$ cat src/rtl/vram_pkg.sv
// Shared types for the VRAM arbiter: requester ids, arbiter states and the
// read-return tag carried alongside each outstanding VRAM read.
package vram_pkg;

    typedef enum logic [1:0] {
        SRC_SCAN = 2'd0,
        SRC_GPU  = 2'd1,
        SRC_CPU  = 2'd2
    } src_e;

    typedef enum logic {
        IDLE  = 1'b0,
        BURST = 1'b1
    } arb_state_e;

    typedef struct packed {
        logic valid;
        src_e src;
    } rd_tag_t;

    localparam int TAG_W = $bits(rd_tag_t);
    localparam rd_tag_t TAG_NONE = '{valid: 1'b0, src: SRC_SCAN};

    function automatic rd_tag_t make_tag(input src_e src);
        rd_tag_t tag;
        tag.valid = 1'b1;
        tag.src   = src;
        return tag;
    endfunction

endpackage

$ cat src/rtl/vram_rd_tag_pipe.sv
// Delay line of read tags matching the VRAM read latency, so each tag
// leaves the pipe in step with the data it describes.
module vram_rd_tag_pipe
    import vram_pkg::*;
#(
    parameter int MEM_LAT = 2
)(
    input  logic             clk,
    input  logic             reset,
    input  logic [TAG_W-1:0] push_tag,
    output logic [TAG_W-1:0] out_tag
);

    rd_tag_t stage_r [MEM_LAT];

    // Shift tags one stage per cycle; reset drops everything in flight
    always_ff @(posedge clk) begin
        if (reset) begin
            for (int i = 0; i < MEM_LAT; i++) begin
                stage_r[i] <= TAG_NONE;
            end
        end else begin
            stage_r[0] <= rd_tag_t'(push_tag);
            for (int i = 1; i < MEM_LAT; i++) begin
                stage_r[i] <= stage_r[i-1];
            end
        end
    end

    assign out_tag = stage_r[MEM_LAT-1];

endmodule

$ cat src/rtl/vram_arbiter.sv
// Shares one single-port VRAM between scanout (fixed-priority read bursts)
// and the GPU/CPU (round-robin single words), routing read data back by tag.
module vram_arbiter
    import vram_pkg::*;
#(
    parameter int ADDR_W    = 18,
    parameter int DATA_W    = 16,
    parameter int MEM_LAT   = 2,
    parameter int BURST_LEN = 8
)(
    input  logic              CLOCK_50,
    input  logic              reset,
    input  logic              sc_req,
    input  logic [ADDR_W-1:0] sc_addr,
    output logic              sc_ack,
    output logic              sc_rvalid,
    output logic              sc_done,
    input  logic              gpu_req,
    input  logic              gpu_we,
    input  logic [ADDR_W-1:0] gpu_addr,
    input  logic [DATA_W-1:0] gpu_wdata,
    output logic              gpu_ack,
    output logic              gpu_rvalid,
    input  logic              cpu_req,
    input  logic              cpu_we,
    input  logic [ADDR_W-1:0] cpu_addr,
    input  logic [DATA_W-1:0] cpu_wdata,
    output logic              cpu_ack,
    output logic              cpu_rvalid,
    output logic [DATA_W-1:0] rdata,
    output logic              mem_ce,
    output logic              mem_we,
    output logic [ADDR_W-1:0] mem_addr,
    output logic [DATA_W-1:0] mem_wdata,
    input  logic [DATA_W-1:0] mem_rdata
);

    localparam int CNT_W = $clog2(BURST_LEN);
    localparam logic [CNT_W-1:0] LAST_CNT = CNT_W'(BURST_LEN - 1);
    localparam logic [CNT_W-1:0] CNT_ONE  = CNT_W'(1'b1);
    localparam logic [CNT_W-1:0] CNT_ZERO = {CNT_W{1'b0}};

    arb_state_e        state_r, state_nxt_s;
    logic [CNT_W-1:0]  count_r, count_nxt_s;
    logic [ADDR_W-1:0] base_r, base_nxt_s;
    logic              cpu_last_r, cpu_last_nxt_s;
    logic [CNT_W-1:0]  sc_rv_cnt_r, sc_rv_cnt_nxt_s;

    logic              sc_ok_s, gpu_ok_s, cpu_ok_s;
    logic              ce_s, we_s, sc_ack_s, gpu_ack_s, cpu_ack_s;
    logic [ADDR_W-1:0] addr_s;
    logic [DATA_W-1:0] wdata_s;
    rd_tag_t           push_tag_s, out_tag_s;
    logic [TAG_W-1:0]  out_tag_bits_s;
    logic              sc_rv_s, gpu_rv_s, cpu_rv_s, sc_done_s;

    logic              sc_ack_r, gpu_ack_r, cpu_ack_r;
    logic              sc_rvalid_r, gpu_rvalid_r, cpu_rvalid_r, sc_done_r;
    logic              mem_ce_r, mem_we_r;
    logic [ADDR_W-1:0] mem_addr_r;
    logic [DATA_W-1:0] mem_wdata_r;

    // A requester acked this cycle is still showing its old request
    assign sc_ok_s  = sc_req  & ~sc_ack_r;
    assign gpu_ok_s = gpu_req & ~gpu_ack_r;
    assign cpu_ok_s = cpu_req & ~cpu_ack_r;

    // Command selection: scanout bursts first, then GPU/CPU alternation
    always_comb begin
        state_nxt_s    = state_r;
        count_nxt_s    = count_r;
        base_nxt_s     = base_r;
        cpu_last_nxt_s = cpu_last_r;
        ce_s           = 1'b0;
        we_s           = 1'b0;
        addr_s         = mem_addr_r;
        wdata_s        = mem_wdata_r;
        sc_ack_s       = 1'b0;
        gpu_ack_s      = 1'b0;
        cpu_ack_s      = 1'b0;
        push_tag_s     = TAG_NONE;
        case (state_r)
            IDLE: begin
                if (sc_ok_s) begin
                    ce_s        = 1'b1;
                    addr_s      = sc_addr;
                    base_nxt_s  = sc_addr;
                    count_nxt_s = CNT_ONE;
                    sc_ack_s    = 1'b1;
                    push_tag_s  = make_tag(SRC_SCAN);
                    state_nxt_s = BURST;
                end else if (gpu_ok_s && (!cpu_ok_s || cpu_last_r)) begin
                    ce_s           = 1'b1;
                    we_s           = gpu_we;
                    addr_s         = gpu_addr;
                    wdata_s        = gpu_wdata;
                    gpu_ack_s      = 1'b1;
                    cpu_last_nxt_s = 1'b0;
                    if (gpu_we) begin
                        push_tag_s = TAG_NONE;
                    end else begin
                        push_tag_s = make_tag(SRC_GPU);
                    end
                end else if (cpu_ok_s) begin
                    ce_s           = 1'b1;
                    we_s           = cpu_we;
                    addr_s         = cpu_addr;
                    wdata_s        = cpu_wdata;
                    cpu_ack_s      = 1'b1;
                    cpu_last_nxt_s = 1'b1;
                    if (cpu_we) begin
                        push_tag_s = TAG_NONE;
                    end else begin
                        push_tag_s = make_tag(SRC_CPU);
                    end
                end else begin
                    state_nxt_s = IDLE;
                end
            end
            BURST: begin
                ce_s       = 1'b1;
                addr_s     = base_r + ADDR_W'(count_r);
                push_tag_s = make_tag(SRC_SCAN);
                if (count_r == LAST_CNT) begin
                    state_nxt_s = IDLE;
                    count_nxt_s = CNT_ZERO;
                end else begin
                    count_nxt_s = count_r + CNT_ONE;
                end
            end
            default: begin
                state_nxt_s = IDLE;
                count_nxt_s = CNT_ZERO;
            end
        endcase
    end

    vram_rd_tag_pipe #(
        .MEM_LAT (MEM_LAT)
    ) u_tag_pipe (
        .clk      (CLOCK_50),
        .reset    (reset),
        .push_tag (push_tag_s),
        .out_tag  (out_tag_bits_s)
    );

    assign out_tag_s = rd_tag_t'(out_tag_bits_s);

    // Decode the returning tag; count scanout words to flag the burst's last
    always_comb begin
        sc_rv_s         = 1'b0;
        gpu_rv_s        = 1'b0;
        cpu_rv_s        = 1'b0;
        sc_done_s       = 1'b0;
        sc_rv_cnt_nxt_s = sc_rv_cnt_r;
        if (out_tag_s.valid) begin
            case (out_tag_s.src)
                SRC_SCAN: begin
                    sc_rv_s = 1'b1;
                    if (sc_rv_cnt_r == LAST_CNT) begin
                        sc_done_s       = 1'b1;
                        sc_rv_cnt_nxt_s = CNT_ZERO;
                    end else begin
                        sc_rv_cnt_nxt_s = sc_rv_cnt_r + CNT_ONE;
                    end
                end
                SRC_GPU: begin
                    gpu_rv_s = 1'b1;
                end
                SRC_CPU: begin
                    cpu_rv_s = 1'b1;
                end
                default: begin
                    sc_rv_cnt_nxt_s = sc_rv_cnt_r;
                end
            endcase
        end else begin
            sc_rv_cnt_nxt_s = sc_rv_cnt_r;
        end
    end

    // State and registered outputs; the pointer starts out favouring the GPU
    always_ff @(posedge CLOCK_50) begin
        if (reset) begin
            state_r      <= IDLE;
            count_r      <= CNT_ZERO;
            base_r       <= {ADDR_W{1'b0}};
            cpu_last_r   <= 1'b1;
            sc_rv_cnt_r  <= CNT_ZERO;
            sc_ack_r     <= 1'b0;
            gpu_ack_r    <= 1'b0;
            cpu_ack_r    <= 1'b0;
            sc_rvalid_r  <= 1'b0;
            gpu_rvalid_r <= 1'b0;
            cpu_rvalid_r <= 1'b0;
            sc_done_r    <= 1'b0;
            mem_ce_r     <= 1'b0;
            mem_we_r     <= 1'b0;
            mem_addr_r   <= {ADDR_W{1'b0}};
            mem_wdata_r  <= {DATA_W{1'b0}};
        end else begin
            state_r      <= state_nxt_s;
            count_r      <= count_nxt_s;
            base_r       <= base_nxt_s;
            cpu_last_r   <= cpu_last_nxt_s;
            sc_rv_cnt_r  <= sc_rv_cnt_nxt_s;
            sc_ack_r     <= sc_ack_s;
            gpu_ack_r    <= gpu_ack_s;
            cpu_ack_r    <= cpu_ack_s;
            sc_rvalid_r  <= sc_rv_s;
            gpu_rvalid_r <= gpu_rv_s;
            cpu_rvalid_r <= cpu_rv_s;
            sc_done_r    <= sc_done_s;
            mem_ce_r     <= ce_s;
            mem_we_r     <= we_s;
            mem_addr_r   <= addr_s;
            mem_wdata_r  <= wdata_s;
        end
    end

    assign sc_ack     = sc_ack_r;
    assign gpu_ack    = gpu_ack_r;
    assign cpu_ack    = cpu_ack_r;
    assign sc_rvalid  = sc_rvalid_r;
    assign gpu_rvalid = gpu_rvalid_r;
    assign cpu_rvalid = cpu_rvalid_r;
    assign sc_done    = sc_done_r;
    assign mem_ce     = mem_ce_r;
    assign mem_we     = mem_we_r;
    assign mem_addr   = mem_addr_r;
    assign mem_wdata  = mem_wdata_r;
    assign rdata      = mem_rdata;

endmodule

$ cat config.mk
export PLATFORM = sky130hd
export DESIGN_NAME = vram_arbiter
export DESIGN_NICKNAME = d
export VERILOG_FILES = /design/src/rtl/vram_pkg.sv /design/src/rtl/vram_rd_tag_pipe.sv /design/src/rtl/vram_arbiter.sv
export SDC_FILE = /design/constraint.sdc
export NUM_CORES = 1
export LEC_CHECK = 0
export ABC_CLOCK_PERIOD_IN_PS = 2300
export CAP_MARGIN = 30
export CORE_ASPECT_RATIO = 1.2
export CORE_UTILIZATION = 42
export CTS_CLUSTER_DIAMETER = 120
export CTS_CLUSTER_SIZE = 10
export DETAILED_ROUTE_END_ITERATION = 12
export MAX_ROUTING_LAYER = met4
export PLACE_DENSITY = 0.8
export SETUP_SLACK_MARGIN = 0.15
export SLEW_MARGIN = 20
export SYNTH_ARGS = -nofsm -noshare
export SYNTH_HDL_FRONTEND = slang
export SYNTH_SLANG_ARGS = --single-unit
$ cat constraint.sdc
create_clock -name CLOCK_50 -period 2.3 [get_ports CLOCK_50]
set_input_delay 0.345 -clock CLOCK_50 [delete_from_list [all_inputs] [get_ports CLOCK_50]]
set_output_delay 0.345 -clock CLOCK_50 [all_outputs]
set_load 0.05 [all_outputs]
## After elaboration in Yosys (flattened, before gate mapping)

Memories as Yosys holds them, arrays and structs flattened.
Index checks and enable logic that the tools add are counted.

| word-level totals | value |
|---|---|
| word-level logic and storage cells | 88 |
| output and inout port bits | 59 |
| memories kept | 1 |
| flip-flop bits (word level) | 69 |
| bits in writable memories | 6 |
| input bits | 109 |

Memories:

| memory | depth | bits a word | read ports | clocked after memory_dff | wr ports | RTL line | text |
|---|---|---|---|---|---|---|---|
| u_tag_pipe.stage_r | 2 | 3 | 2 | 0 | 2 | vram_rd_tag_pipe.sv:14 | `rd_tag_t stage_r [MEM_LAT];` |

| cells by class | value |
|---|---|
| equality and inequality tests | 6 |
| mux-type cells | 37 |
| $add $sub $neg | 3 |
| bitwise logic cells | 12 |
| reductions and logical operators | 13 |

Operator list:

| kind | number |
|---|---|
| $mux 18 | 3 |
| $pmux 18 s2 | 1 |
| $mux 16 | 2 |
| $mux 3 | 10 |
| $add 18x3->18 | 1 |
| $mux 1 | 17 |
| $pmux 3 s2 | 2 |
| $not 1->1 | 7 |
| $add 3x1->3 const B | 2 |
| $eq 3x3->1 const B | 2 |
| $reduce_or 3->1 | 2 |
| $ne 4x4->1 const B | 1 |
| $pmux 1 s2 | 2 |
| $reduce_and 2->1 | 2 |
| $reduce_or 2->1 | 2 |
| $reduce_or 4->1 | 1 |
| $and 1x1->1 | 3 |
| $reduce_and 3->1 | 1 |
| $eq 2x1->1 const B | 1 |
| $eq 2x2->1 const B | 1 |
| $logic_not 2->1 | 1 |
| $ne 2x2->1 const B | 1 |
| $or 1x1->1 | 2 |
| $reduce_bool 2->1 | 1 |
| 3 further kinds | 3 |

## Longest topological paths before layout

| logic depth | value |
|---|---|
| depth after elaboration | 9 |
| mapped depth | 7 |
| mapped depth without buffers | 7 |

## By module

From an unflattened synthesis, not the netlist that was laid out.

| unflattened totals | value |
|---|---|
| cells, all modules | 451 |
| area total of the unflattened synthesis | 3767.4 um^2 |

By module, submodules not included:

| module | times used | cells each | area an instance (um^2) | seq. area each (um^2) |
|---|---|---|---|---|
| vram_arbiter | 1 | 436 | 3587.2 | 1381.3 |
| vram_rd_tag_pipe | 1 | 15 | 180.2 | 120.1 |

## Worst setup path before layout

OpenSTA, ideal clock, no wires.

| timing | value |
|---|---|
| kind | flip-flop to flip-flop |
| start | register gpu_ack_r, in the netlist gpu_ack |
| end | register mem_addr_r[4], in the netlist mem_addr[4] |
| setup time | 0.079 ns |
| data arrival time | 1.826 ns |
| path buffers | 2 |
| clock period less this slack | 1.905 ns |
| cell stages (with the launch flop) | 8 |
| path slack | 0.395 ns |
| data required time | 2.221 ns |
| cells stage by stage | dfxtp_1 nand2b_4 buf_6 and2_2 buf_2 nor3_1 or3_1 a211oi_2 |

| on the way | value |
|---|---|
| longest elaborated chain between the ends | 6 |
| elaborated cells between the ends (all ways) | 7 |
| those cells by class | eq/ne: 1; mux: 3; bitwise: 2; reduce/logical: 1 |

RTL lines:

| element | RTL line | text |
|---|---|---|
| from (decl) | vram_arbiter.sv:57 | `logic sc_ack_r, gpu_ack_r, cpu_ack_r;` |
| from (signal assigned) | vram_arbiter.sv:208 | `gpu_ack_r <= gpu_ack_s;` |
| $not 1->1 * | vram_arbiter.sv:65 | `assign gpu_ok_s = gpu_req & ~gpu_ack_r;` |
| $and 1x1->1 * | vram_arbiter.sv:65 |  |
| $logic_and 1x1->1 * | vram_arbiter.sv:92 | `end else if (gpu_ok_s && (!cpu_ok_s \|\| cpu_last_r)) begin` |
| $mux 18 | vram_arbiter.sv:92 |  |
| $mux 18 | vram_arbiter.sv:84 | `if (sc_ok_s) begin` |
| $pmux 18 s2 | vram_arbiter.sv:82 | `case (state_r)` |
| to (signal assigned) | vram_arbiter.sv:199 | `mem_addr_r <= {ADDR_W{1'b0}};` |
| to (signal assigned) | vram_arbiter.sv:216 | `mem_addr_r <= addr_s;` |
| to (decl) | vram_arbiter.sv:60 | `logic [ADDR_W-1:0] mem_addr_r;` |

Mark *: on every way between the ends. The rest lies on a longest branch, timed or not.
A chain may end at the register's enable or synchronous reset.

## Final worst setup path

| timing | value |
|---|---|
| start | register count_r[2] |
| end | register mem_addr_r[11], in the netlist mem_addr[11] |

| on the way | value |
|---|---|
| longest elaborated chain between the ends | 2 |

RTL lines:

| element | RTL line | text |
|---|---|---|
| from (decl) | vram_arbiter.sv:44 | `logic [CNT_W-1:0] count_r, count_nxt_s;` |
| from (signal assigned) | vram_arbiter.sv:203 | `count_r <= count_nxt_s;` |
| $add 18x3->18 | vram_arbiter.sv:122 | `addr_s = base_r + ADDR_W'(count_r);` |
| $pmux 18 s2 | vram_arbiter.sv:82 |  |

Every way passes these cells.

==> flow_summary.json <==
{
  "viasPerCell": 5.46,
  "crit_slowest_cell": "o211ai_1",
  "critical_path_class": "reg -> reg",
  "hold_path.class": "in -> reg",
  "drive_above_1_share": 0.103,
  "cts_buffers": 9,
  "clock.fmax_mhz": 493,
  "area_delta_synth_final_pct": 42.5,
  "synth_top_area_cell": "dfxtp_1",
  "cts.sinks": 75,
  "clk_latency_ps": 360,
  "pin_count": 168,
  "start_kind": "flip-flop",
  "place_hpwl_um": 8570,
  "rsz0062_at_grt": "yes",
  "cp_top_family": "compound AO/OA/AOI/OAI gates",
  "cts_hold_buf": 0,
  "synth-edff-count": 0,
  "rows": 37,
  "diodes": 0,
  "maxCapViolCount": 0,
  "syn_inst": 454,
  "drt_pre_antenna_iters": 4,
  "crit_chain": "ha_1, o211ai_1, nor2_2, a21boi_0, o21ai_0, a311oi_1",
  "worst-path-max-fanout": 7,
  "ant_nets": 0,
  "cp.arrival_ps": 2290,
  "crit_path_end_kind": "flip-flop",
  "slew_violations": 0,
  "grt_pass1_vias": 3742,
  "vias": 3811,
  "htreeDepth": 3,
  "overflow": 0,
  "hp-start": "reset",
  "leakage_nw": 2.02,
  "routedWlPerCell_um": 16.1,
  "core-area_um2": 8660,
  "ctsResizeCount": 0,
  "clockBufferDepth": 2,
  "fin_skew_ps": 8.12,
  "dieArea_um2": 9380,
  "finalNetCount": 693,
  "tns_ps": 0,
  "total_power_mw": 3.56,
  "required_ps": 2560,
  "synthMostInstantiatedCell": "nand2_1",
  "syn-num-nets": 571,
  "reg2reg_from": "count_r[2]",
  "slew_headroom": 0.646,
  "cts.clk_slew.worst_paths_ps": 90,
  "peakVddDrop_v": 0.000388,
  "grt_max_degree": 33,
  "drc": 0,
  "wirelength_um": 11200,
  "worstSetupStartpoint": "count_r[2]",
  "place_congestion": 0.951,
  "antenna_found_initial": 0,
  "place_ws_ps": 93.3,
  "seq_area_frac_synth": 0.397,
  "floorplan.initialDensity": 0.436,
  "synthTopCellsByCount": "nand2_1, dfxtp_1, nor2_1",
  "setup_viol": 0,
  "port_buffers": 135,
  "synthTopCellsByArea": "dfxtp_1, nand2_1, nor2_1",
  "cts_tree": "yes",
  "ys.flop_type": "dfxtp_1",
  "final_hold_viol_count": 0,
  "ys_types": 60,
  "worst_pin_slew_ps": 530,
  "status": "completed",
  "async_flop_share": 0,
  "finalCritPeriodShare": 0.882,
  "fin_crit_ps": 2030,
  "yosys.area.top_type_share": 0.397,
  "cpPeakStageDelay_ps": 470,
  "die_w_um": 88.6,
  "path_buf_inv": 0,
  "netlist_area_um2": 3780,
  "setup_ws_ps": 270,
  "cts-root-buf": "clkbuf_8",
  "drtIter0Drc": 186,
  "ys_warn_count": 0,
  "grt_usage": 0.251,
  "powerDensity_nw_per_um2": 661,
  "grt_pass1_wl_um": 17600,
  "syn_area_per_cell_um2": 8.32,
  "die_h_um": 106,
  "ys_seq_elements": 75
}
-- registers in the layout, indices dropped and copies added, names as in the netlist --
register / flops
base_r: 18
mem_addr: 18
mem_ce: 1
count_r: 3
mem_wdata: 16
cpu_ack: 1
gpu_rvalid: 1
sc_rv_cnt_r: 3
sc_rvalid: 1
cpu_rvalid: 1
gpu_ack: 1
state_r: 1
mem_we: 1
sc_ack: 1
cpu_last_r: 1
u_tag_pipe.stage_r: 6
sc_done: 1
-- worst paths after layout --
kind	to	slack, ps	depth (start not counted)
worst max-delay path	mem_addr[11]	270	6
worst min-delay path	sc_rv_cnt_r[1]	420	2
worst max register to register	mem_addr[11]	270	6
worst min register to register	u_tag_pipe.stage_r[0][4]	450	1
-- where the power goes --
part / internal [mW] / switching, mW / total (mW) / leakage, nW
combinational: 0.435 / 0.580 / 1.02 / 1.30
clock: 0.516 / 0.544 / 1.06 / 0.101
sequential: 1.40 / 0.0789 / 1.48 / 0.617
-- routing by layer --
layer	vias to the layer above	track usage	wire (um)
met3	26	0.0582	967
met2	167	0.426	5560
met5	-	-	0
met4	0	0.119	333
li1	1837	-	-
met1	1781	0.271	4380
-- cells in the final DEF (no fill, tap or decap), drive strengths merged, types with 4 or more instances in the layout --
master         instances
a211oi                 4
a21oi                 27
a311oi                25
buf                   23
clkbuf                 9
clkdlybuf4s50        134
dfxtp                 75
ha                     7
inv                    4
nand2                 89
nand2b                 6
nand3                  5
nand4                  7
nor2                  59
nor2b                  5
nor3                  10
nor4                   5
o211ai                 8
o21ai                  9
o31a                   4
or3                   11
xnor2                  4
xor2                   7
-- metrics by stage --
stage | utilization | std cells | cell area, um^2 | hold WS [ps]
floorplan | - | 454 | 3780 | 414
CTS | 0.620 | 696 | 5370 | 413
global placement | 0.596 | 680 | 5160 | 428
detailed placement | 0.596 | 680 | 5160 | 428
finish | 0.622 | 698 | 5380 | 415
global route | 0.622 | 698 | 5380 | 450
-- repair_timing --
item / CTS / global route
endpoints found under the setup margin: 0 / 1
setup buffers: 0 / 2
hold endpoints to repair: 0 / 0
-- cell type report --
cell class / instances / area (um^2)
fillers: 750 / 3270
clock inverters: 7 / 81.3
repair buffers: 157 / 1520
inverters: 1 / 3.75
well taps: 117 / 146
flip-flops and latches: 75 / 1500
multi-input cells: 332 / 2000
clock buffers: 9 / 124
-- cell families after synthesis --
family	count (synthesis)	share of synthesized area
AO/OA/AOI/OAI	100	0.194
XOR/XNOR	11	0.0255
buffers and inverters	47	0.0728
flip-flops	75	0.397
multiplexers	5	0.0142
AND/OR/NAND/NOR	208	0.268
adder cells (fa/ha/maj)	8	0.0285
No activity file was read; power rests on OpenSTA's default activity.
